### config.mk
export PLATFORM = sky130hd
export DESIGN_NAME = seq_unlock_detector_flat
export DESIGN_NICKNAME = d
export VERILOG_FILES = /design/src/rtl/seq_unlock_detector_if.sv /design/src/rtl/seq_unlock_detector.sv /design/src/flat_wrapper.sv
export SDC_FILE = /design/constraint.sdc
export NUM_CORES = 1
export LEC_CHECK = 0
export CAP_MARGIN = 20
export CORE_AREA = 10 10 56 58
export CTS_BUF_LIST = sky130_fd_sc_hd__clkbuf_16
export DETAILED_ROUTE_END_ITERATION = 7
export DIE_AREA = 0 0 66 68
export PLACE_DENSITY = 0.68
export SYNTH_ARGS = -nofsm -noshare
export SYNTH_HDL_FRONTEND = slang
export SYNTH_SLANG_ARGS = --single-unit
### constraint.sdc
create_clock -name clk -period 4.2 [get_ports clk]
set_input_delay 0.42 -clock clk [delete_from_list [all_inputs] [get_ports clk]]
set_output_delay 0.42 -clock clk [all_outputs]
set_load 0.1 [all_outputs]
### src/rtl/seq_unlock_detector_if.sv
// -----------------------------------------------------------------------------
// seq_unlock_detector_if
// Symbol stream and status bundle for the serial unlock-sequence detector.
//   in_valid  : master -> slave, in_sym carries a symbol this cycle
//   in_sym    : master -> slave, SYM_W-bit symbol
//   clear     : master -> slave, soft abort of the current attempt
//   match     : slave -> master, one-cycle pulse on a correct full entry
//   progress  : slave -> master, symbols matched so far
//   fail_cnt  : slave -> master, failures since last lockout or match
//   locked    : slave -> master, high during a lockout
//   dead      : slave -> master, sticky fail-secure state
// -----------------------------------------------------------------------------
interface seq_unlock_detector_if #(
   parameter int SYM_W    = 1,
   parameter int SEQ_LEN  = 8,
   parameter int MAX_FAIL = 3
);
   localparam int IDX_W  = $clog2(SEQ_LEN);
   localparam int FAIL_W = $clog2(MAX_FAIL + 1);

   logic              in_valid;
   logic [SYM_W-1:0]  in_sym;
   logic              clear;
   logic              match;
   logic [IDX_W-1:0]  progress;
   logic [FAIL_W-1:0] fail_cnt;
   logic              locked;
   logic              dead;

   modport master (
      output in_valid, in_sym, clear,
      input  match, progress, fail_cnt, locked, dead
   );

   modport slave (
      input  in_valid, in_sym, clear,
      output match, progress, fail_cnt, locked, dead
   );
endinterface

### src/rtl/seq_unlock_detector.sv
// -----------------------------------------------------------------------------
// seq_unlock_detector
// Compares a stream of SYM_W-bit symbols against PATTERN (symbol 0 entered
// first) and pulses match on a complete correct entry. Failed attempts are
// counted; MAX_FAIL failures cause a LOCK_CYCLES lockout, and a failure burst
// while lock_cnt == MAX_LOCKS-1 drops into a sticky DEAD state.
//
// Optional feature: define SEQ_TIMEOUT_EN to treat TIMEOUT_CYCLES idle cycles
// in the middle of an entry as a failure.
//
// Ports:
//   clk    : clock, rising edge
//   RESET  : asynchronous active-low reset (also the only exit from DEAD)
//   bus    : seq_unlock_detector_if.slave (in_valid, in_sym, clear in;
//            match, progress, fail_cnt, locked, dead out)
// -----------------------------------------------------------------------------
module seq_unlock_detector #(
   parameter int                         SYM_W          = 1,
   parameter int                         SEQ_LEN        = 8,
   parameter logic [SEQ_LEN*SYM_W-1:0]   PATTERN        = 8'hB4,
   parameter int                         MAX_FAIL       = 3,
   parameter int                         LOCK_CYCLES    = 16,
   parameter int                         MAX_LOCKS      = 2,
   parameter int                         TIMEOUT_CYCLES = 32
) (
   input logic                   clk,
   input logic                   RESET,
   seq_unlock_detector_if.slave  bus
);
   localparam int IDX_W   = $clog2(SEQ_LEN);
   localparam int FAIL_W  = $clog2(MAX_FAIL + 1);
   localparam int LCNT_W  = $clog2(MAX_LOCKS + 1);
   // One timer serves both the lockout and the inter-symbol timeout.
   localparam int TMR_MAX = (LOCK_CYCLES > TIMEOUT_CYCLES) ? LOCK_CYCLES : TIMEOUT_CYCLES;
   localparam int TMR_W   = $clog2(TMR_MAX + 1);

   typedef enum logic [1:0] {
      ST_RUN  = 2'd0,   // IDLE when idx == 0, ACTIVE otherwise
      ST_LOCK = 2'd1,
      ST_DEAD = 2'd2
   } state_t;

   state_t              state_reg, state_next;
   logic [IDX_W-1:0]    idx_reg, idx_next;
   logic [FAIL_W-1:0]   fail_reg, fail_next;
   logic [LCNT_W-1:0]   lcnt_reg, lcnt_next;
   logic [TMR_W-1:0]    timer_reg, timer_next;
   logic                match_reg, match_next;
   logic                failure;

   // Pattern unpacked into one entry per symbol position.
   logic [SYM_W-1:0] pat_sym [SEQ_LEN];
   genvar gi;
   generate
      for (gi = 0; gi < SEQ_LEN; gi++) begin : g_pat
         assign pat_sym[gi] = PATTERN[gi*SYM_W +: SYM_W];
      end
   endgenerate

   // State register
   always_ff @(posedge clk or negedge RESET) begin
      if (!RESET) begin
         state_reg <= ST_RUN;
         idx_reg   <= '0;
         fail_reg  <= '0;
         lcnt_reg  <= '0;
         timer_reg <= '0;
         match_reg <= 1'b0;
      end else begin
         state_reg <= state_next;
         idx_reg   <= idx_next;
         fail_reg  <= fail_next;
         lcnt_reg  <= lcnt_next;
         timer_reg <= timer_next;
         match_reg <= match_next;
      end
   end

   // Next-state logic
   always_comb begin
      state_next = state_reg;
      idx_next   = idx_reg;
      fail_next  = fail_reg;
      lcnt_next  = lcnt_reg;
      timer_next = timer_reg;
      match_next = 1'b0;
      failure    = 1'b0;
      case (state_reg)
         ST_RUN: begin
            timer_next = '0;
            if (bus.clear) begin
               // clear wins over a same-cycle symbol and never counts as a failure
               idx_next = '0;
            end else if (bus.in_valid) begin
               if (bus.in_sym == pat_sym[idx_reg]) begin
                  if (idx_reg == IDX_W'(SEQ_LEN - 1)) begin
                     match_next = 1'b1;
                     idx_next   = '0;
                     fail_next  = '0;
                     lcnt_next  = '0;
                  end else begin
                     idx_next = idx_reg + 1'b1;
                  end
               end else if (idx_reg != '0) begin
                  // The offending symbol may itself be a valid first symbol.
                  failure  = 1'b1;
                  idx_next = (bus.in_sym == pat_sym[0]) ? IDX_W'(1) : '0;
               end
            end
`ifdef SEQ_TIMEOUT_EN
            else if (idx_reg != '0) begin
               if (timer_reg == TMR_W'(TIMEOUT_CYCLES - 1)) begin
                  failure  = 1'b1;
                  idx_next = '0;
               end else begin
                  timer_next = timer_reg + 1'b1;
               end
            end
`endif
            if (failure) begin
               if ((int'(fail_reg) + 1) < MAX_FAIL) begin
                  fail_next = fail_reg + 1'b1;
               end else if (lcnt_reg == LCNT_W'(MAX_LOCKS - 1)) begin
                  state_next = ST_DEAD;
                  idx_next   = '0;
               end else begin
                  state_next = ST_LOCK;
                  lcnt_next  = lcnt_reg + 1'b1;
                  fail_next  = '0;
                  idx_next   = '0;
                  timer_next = '0;
               end
            end
         end
         ST_LOCK: begin
            // Inputs ignored; timer runs 0..LOCK_CYCLES-1.
            if (timer_reg == TMR_W'(LOCK_CYCLES - 1)) begin
               state_next = ST_RUN;
               timer_next = '0;
               idx_next   = '0;
            end else begin
               timer_next = timer_reg + 1'b1;
            end
         end
         ST_DEAD: begin
            // Sticky; only RESET leaves.
         end
         default: begin
            // Unknown encoding: fail secure.
            state_next = ST_DEAD;
            idx_next   = '0;
         end
      endcase
   end

   // Output decode from registered state only
   always_comb begin
      bus.match    = match_reg;
      bus.progress = idx_reg;
      bus.fail_cnt = fail_reg;
      bus.locked   = (state_reg == ST_LOCK);
      // Anything that is neither RUN nor LOCK reports dead.
      bus.dead     = (state_reg != ST_RUN) && (state_reg != ST_LOCK);
   end
endmodule
### src/flat_wrapper.sv
// flat-port wrapper written by rule: the top's interface ports become plain ports
module seq_unlock_detector_flat 
#(
   parameter int                         SYM_W          = 1,
   parameter int                         SEQ_LEN        = 8,
   parameter logic [SEQ_LEN*SYM_W-1:0]   PATTERN        = 8'hB4,
   parameter int                         MAX_FAIL       = 3,
   parameter int                         LOCK_CYCLES    = 16,
   parameter int                         MAX_LOCKS      = 2,
   parameter int                         TIMEOUT_CYCLES = 32
)
  (clk, RESET, bus_in_valid, bus_in_sym, bus_clear, bus_match, bus_progress, bus_fail_cnt, bus_locked, bus_dead);
  seq_unlock_detector_if #(.SYM_W(SYM_W), .SEQ_LEN(SEQ_LEN), .MAX_FAIL(MAX_FAIL)) bus_i ();
  input logic clk;
  input logic RESET;
  input wire logic [$bits(bus_i.in_valid)-1:0] bus_in_valid;
  input wire logic [$bits(bus_i.in_sym)-1:0] bus_in_sym;
  input wire logic [$bits(bus_i.clear)-1:0] bus_clear;
  output wire logic [$bits(bus_i.match)-1:0] bus_match;
  output wire logic [$bits(bus_i.progress)-1:0] bus_progress;
  output wire logic [$bits(bus_i.fail_cnt)-1:0] bus_fail_cnt;
  output wire logic [$bits(bus_i.locked)-1:0] bus_locked;
  output wire logic [$bits(bus_i.dead)-1:0] bus_dead;
  assign bus_i.in_valid = bus_in_valid;
  assign bus_i.in_sym = bus_in_sym;
  assign bus_i.clear = bus_clear;
  assign bus_match = bus_i.match;
  assign bus_progress = bus_i.progress;
  assign bus_fail_cnt = bus_i.fail_cnt;
  assign bus_locked = bus_i.locked;
  assign bus_dead = bus_i.dead;
  seq_unlock_detector #(.SYM_W(SYM_W), .SEQ_LEN(SEQ_LEN), .PATTERN(PATTERN), .MAX_FAIL(MAX_FAIL), .LOCK_CYCLES(LOCK_CYCLES), .MAX_LOCKS(MAX_LOCKS), .TIMEOUT_CYCLES(TIMEOUT_CYCLES)) u_core (.clk(clk), .RESET(RESET), .bus(bus_i));
endmodule
==> results of run 1 <==
[through the flow]
step	area (sq um)	hold slack (ns)
global placement	1120	0.506
global route	1200	0.548
finish	1200	0.521
detailed placement	1120	0.508
floorplan	988	0.124
CTS	1200	0.515
[worst max-delay path by stage]
stage	start	end	slack, ns	cells after the start
after floorplan	u_core.bus.progress[0]	u_core.bus.fail_cnt[0]	1.63	7
after global placement	u_core.state_reg[1]	bus_locked	1.69	2
after detailed placement	u_core.state_reg[1]	bus_locked	1.67	2
after CTS	u_core.state_reg[1]	bus_locked	1.38	2
after global routing	u_core.state_reg[1]	bus_locked	1.28	2
final	u_core.state_reg[1]	bus_locked	1.40	2
[cell usage in the layout (no fill, tap or decap), types with 2 or more instances in the layout]
cell,count
xnor2_1,2
dfrtp_1,16
nand2b_1,2
a21oi_1,4
and3_1,2
nor2_1,7
a22o_1,3
ha_1,5
nor3_1,4
o21ai_0,10
nand3_1,3
a21o_1,5
clkdlybuf4s50_1,12
nand2_1,14
clkbuf_16,3
nor2b_1,4
mux2i_1,2
o31ai_1,2
inv_1,5
[worst reg2reg max path, stage by stage (launching register included)]
cell     delay [ns]
dfrtp_1        0.44
inv_1          0.11
ha_1           0.26
xnor2_2        0.28
mux2i_1        0.36
and2_1         0.23
nand2_1        0.07
a31o_2         0.23
[routing by layer]
layer / GRT usage, % / vias to the layer above / wire length (um)
met5: 0 / - / 0
met4: 3.14 / 0 / 14
met3: 2.45 / 2 / 89
met2: 15.1 / 12 / 921
met1: 11.9 / 373 / 961
li1: - / 416 / -
[final cells by class]
type	count	area, sq um
fill	184	910
multi-input combinational	83	543
sequential	16	400
timing repair buffer	12	120
clock buffer	3	75.1
tap	28	35.0
inverter	5	18.8
clock inverter	1	3.75
[where the power goes]
group	internal [mW]	leakage, nW	switching (mW)
logic	0.0902	0.310	0.201
registers	0.177	0.219	0.0347
clock network	0.126	0.0385	0.0577
[cells in the mapped netlist (all sizes together), types with 2 or more instances]
cell    count
mux2i       2
ha          5
o21ai      10
and3        3
a21o        5
or3         2
nand3       3
dfrtp      16
a21oi       4
xnor2       3
inv         5
nor2b       4
clkbuf      4
nor2        7
a22o        3
nand2      14
nand2b      2
a31o        2
nor3        4
o31ai       2
[kinds of logic after synthesis]
group | share of synthesized area, %
AOI/OAI and AO/OA | 21.8
adders and majority gates | 6.33
DFF | 40.5
and+or+nand+nor | 21.4
buffers and inverters | 4.56
muxes | 2.03
xor gates and xnor gates | 3.42
==> run_results.csv, run 1 <==
group,metric,value,unit
outcome,status,"complete, no violations",
placement,io_buffers,12,
final_layout,nNetsFinal,131,
grt,antenna_found_initial,0,
final_layout,largest_reg_flops,6,
power_and_ir_drop,p_per_area,574,nW/um^2
placement,place.gp.congestion,0.841,
synth,syn_avg_cell_area,9.07,sq um
timing,min_period,2.80,ns
routing,drtAntennaViolNets,0,
worst_setup_path,crit_buf_inv,1,
grt,grt_usage,9.36,%
clock_tree,cts_root_buf,"clkbuf_16",
min_path,worstHoldPathType,"register to register",
synth,yosys_warnings,0,
final_layout,diodes,0,
routing,drc,0,
power_and_ir_drop,power_leakage,0.567,nW
grt,grt_pass1_wl,3400,um
clock_tree,cts_made_buffers,3,
final_layout,drive_gt1_share,7.50,%
floorplanning,die_h,68,um
worst_setup_path,rr_startpoint,"u_core.bus.progress[0]",
worst_setup_path,r2r-end,"u_core.lcnt_reg[0]",
final_layout,areaGrowthSynthToFinish,21.0,%
worst_setup_path,start_kind,"register",
power_and_ir_drop,peakVddDrop,0.000381,V
placement,place_ws,1.67,ns
grt,grt_overflow,0,
clock_tree,clock_tree.buffer_depth,2,
worst_setup_path,cp_top_family,"buffers and inverters",
power_and_ir_drop,finalPower,686,uW
floorplanning,rows,17,
synth,yosysTopAreaCellShare,40.5,%
placement,place_inst,144,
timing,fmax,357,MHz
grt,grt_start_max_net_pins,17,
floorplanning,dieArea,4490,sq um
worst_setup_path,path_class,"register to primary output",
timing,setup_tns,0,ns
worst_setup_path,end_kind,"primary output",
worst_setup_path,required,3.78,ns
min_path,holdPathStages,1,
final_layout,final_util,56.8,%
timing,hold_violations,0,
worst_setup_path,crit_path_max_incr_delay,1.22,ns
worst_setup_path,cp.arrival,2.38,ns
worst_setup_path,rrSetupSlack,2.10,ns
clock_tree,cts_sinks,16,
clock_tree,path_clk_slew,0.05,ns
routing,drt_iter0_drc,82,
grt,grt_pass1_vias,739,
placement,hpwl,1500,um
synth,netlist_top_cells_area,"dfrtp_1, ha_1, nand2_1",
routing,first_pass_iters,4,
routing,wirelength,1990,um
min_path,hp-start,"u_core.timer_reg[3]",
min_path,hold_end,"u_core.timer_reg[3]",
synth,synth_edf_count,0,
worst_setup_path,worstPathCellList,"nor2b_1 -> clkdlybuf4s50_1",
floorplanning,die_w,66,um
timing,grt_setup_unrepaired,"false",
clock_tree,cts_setup_buffers,0,
run,maxCapViolations,0,
routing,avgViaCountPerCell,5.43,
worst_setup_path,r2r_cells,7,
timing,relSlewSlack,35.1,%
timing,worst_slack,1.40,ns
timing,finalCritPeriodShare,66.7,%
clock_tree,cts_tree,"done",
worst_setup_path,cpMaxStageDelayCell,"clkdlybuf4s50_1",
timing,setup_viol,0,
routing,vias,803,
synth,synth.net_count,119,
floorplanning,initial_utilization,46.9,%
synth,yosysTopAreaCell,"dfrtp_1",
clock_tree,cts.htree.levels,1,
timing,finClkSkew,0.00111,ns
clock_tree,holdBufCountCts,0,
routing,routedWlPerCell,13.4,um
timing,worst-slew-pin-transition,0.970,ns
synth,synthDistinctLibCells,33,
synth,async_flop_share,100,%
floorplanning,io_pins,13,
clock_tree,clkLatencyLatePin,0.24,ns
synth,synth_area,988,sq um
timing,drv_slew,0,
floorplanning,core,2110,sq um
final_layout,final_cells,148,
clock_tree,post_cts_resized,0,
synth,synth_seq_cells,16,
synth,synth-seq-area-share,40.5,%
synth,synth_cells,109,
synth,synth_ff_type,"dfrtp_1",
worst_setup_path,worstPathMaxFanout,16,
Power figures use the tool's default switching activity.
==> run 2, diff against run 1 <==
Settings changed: CORE_AREA 10 10 56 58 to 10 10 57 59, DIE_AREA 0 0 66 68 to 0 0 67 69.
Clock period 4.2 ns to 2.4 ns, I/O delays scaled along.
==> run_results.csv, run 2 (synthesized netlist as in run 1, its figures left out) <==
group,metric,value,unit
worst_setup_path,crit_buf_inv,1,
clock_tree,clkLatencyLatePin,0.24,ns
timing,setup_viol,0,
timing,min_period,1.98,ns
floorplanning,die_h,69,um
grt,grt_pass1_vias,781,
final_layout,final_common_cell,"dfrtp_1",
run,maxCapViolations,0,
worst_setup_path,start_kind,"register",
final_layout,layout_common_cells,"dfrtp_1, nand2_1, o21ai_0",
worst_setup_path,worstPathMaxFanout,6,
outcome,status,"complete, no violations",
worst_setup_path,crit_path_max_incr_delay,0.41,ns
timing,grt_setup_unrepaired,"false",
worst_setup_path,cp.arrival,2.11,ns
floorplanning,rows,17,
clock_tree,holdBufCountCts,0,
timing,setup_tns,0,ns
grt,antenna_found_initial,0,
grt,grt_overflow,0,
worst_setup_path,required,2.53,ns
worst_setup_path,cp_top_family,"simple AND/OR/NAND/NOR gates",
worst_setup_path,worstPathCellList,"inv_1 -> ha_1 -> xnor2_2 -> xnor2_1 -> nor2_1 -> nand2_1 -> a31o_2",
min_path,worstHoldPathType,"input port to asynchronous set/reset pin",
timing,finalCritPeriodShare,82.3,%
final_layout,areaGrowthSynthToFinish,19.1,%
floorplanning,initial_utilization,46.0,%
timing,worst-slew-pin-transition,0.713,ns
routing,first_pass_iters,4,
worst_setup_path,rrSetupSlack,0.42,ns
clock_tree,post_cts_resized,0,
power_and_ir_drop,peakVddDrop,0.000547,V
power_and_ir_drop,power_leakage,0.580,nW
placement,hpwl,1490,um
clock_tree,cts_tree,"done",
routing,vias,796,
clock_tree,cts.htree.levels,1,
worst_setup_path,end_kind,"register",
final_layout,nNetsFinal,131,
final_layout,largest_reg_flops,6,
placement,io_buffers,12,
timing,finClkSkew,0.000752,ns
clock_tree,clock_tree.buffer_depth,2,
floorplanning,core,2150,sq um
grt,grt_start_max_net_pins,17,
routing,drt_iter0_drc,26,
clock_tree,cts_made_buffers,3,
worst_setup_path,cpMaxStageDelayCell,"dfrtp_2",
routing,routedWlPerCell,13.2,um
clock_tree,cts_setup_buffers,0,
routing,avgViaCountPerCell,5.38,
routing,drtAntennaViolNets,0,
timing,fmax,506,MHz
power_and_ir_drop,p_per_area,1010,nW/um^2
floorplanning,dieArea,4620,sq um
timing,drv_slew,0,
clock_tree,cts_root_buf,"clkbuf_16",
floorplanning,die_w,67,um
routing,drc,0,
final_layout,final_util,54.8,%
placement,place.gp.congestion,0.785,
worst_setup_path,path_class,"register to register",
routing,wirelength,1960,um
grt,grt_usage,9.12,%
clock_tree,path_clk_slew,0.05,ns
final_layout,drive_gt1_share,15.0,%
final_layout,diodes,0,
floorplanning,io_pins,13,
clock_tree,cts_sinks,16,
timing,hold_violations,0,
timing,relSlewSlack,52.3,%
grt,grt_pass1_wl,3490,um
## run 2: changes by cell type in the layout (fill, tap and decap cells not counted), sizes merged
cell / change
buf: +8
clkdlybuf4s50: -8
## run 2: final cells by class
| cell class | instances | area (sq um) |
|---|---|---|
| clock buffer | 3 | 75.1 |
| timing repair buffer | 12 | 100 |
| multi-input combinational | 83 | 543 |
| tap | 28 | 35.0 |
| inverter | 5 | 18.8 |
| sequential | 16 | 402 |
| fill | 200 | 971 |
| clock inverter | 1 | 3.75 |
## run 2: metal layers
metal  track usage [%]  share of wire (%)
met1              11.1                 47
met4              4.07               0.97
met5                 0                  0
met3              2.42                3.3
met2              14.3                 49
## run 2: metrics by stage
| step | cell area (sq um) | hold WS (ns) | instances | setup WS, ns | total power [mW] |
|---|---|---|---|---|---|
| after CTS | 1180 | 0.449 | 148 | 0.411 | 1.20 |
| final | 1180 | 0.426 | 148 | 0.424 | 1.19 |
| after global placement | 1100 | 0.493 | 144 | 0.420 | 0.872 |
| after global routing | 1180 | 0.487 | 148 | 0.231 | 1.25 |
| after floorplan | 990 | -0.0556 | 109 | 0.00881 | 0.766 |
| after detailed placement | 1100 | 0.504 | 144 | 0.393 | 0.875 |
## run 2: power by group
part / internal [mW] / switching [mW]
logic: 0.146 / 0.350
registers: 0.311 / 0.0628
clock network: 0.221 / 0.101
## run 2: worst paths after layout
path / startpoint / endpoint / cells after the start
worst max register to register: u_core.bus.progress[0] / u_core.lcnt_reg[0] / 7
min in group clk: u_core.timer_reg[1] / u_core.timer_reg[1] / 2
worst min-delay path: RESET / u_core.timer_reg[0] / 1
worst max-delay path: u_core.bus.progress[0] / u_core.lcnt_reg[0] / 7
max in group asynchronous: RESET / u_core.bus.progress[0] / 1
worst min register to register: u_core.timer_reg[1] / u_core.timer_reg[1] / 2
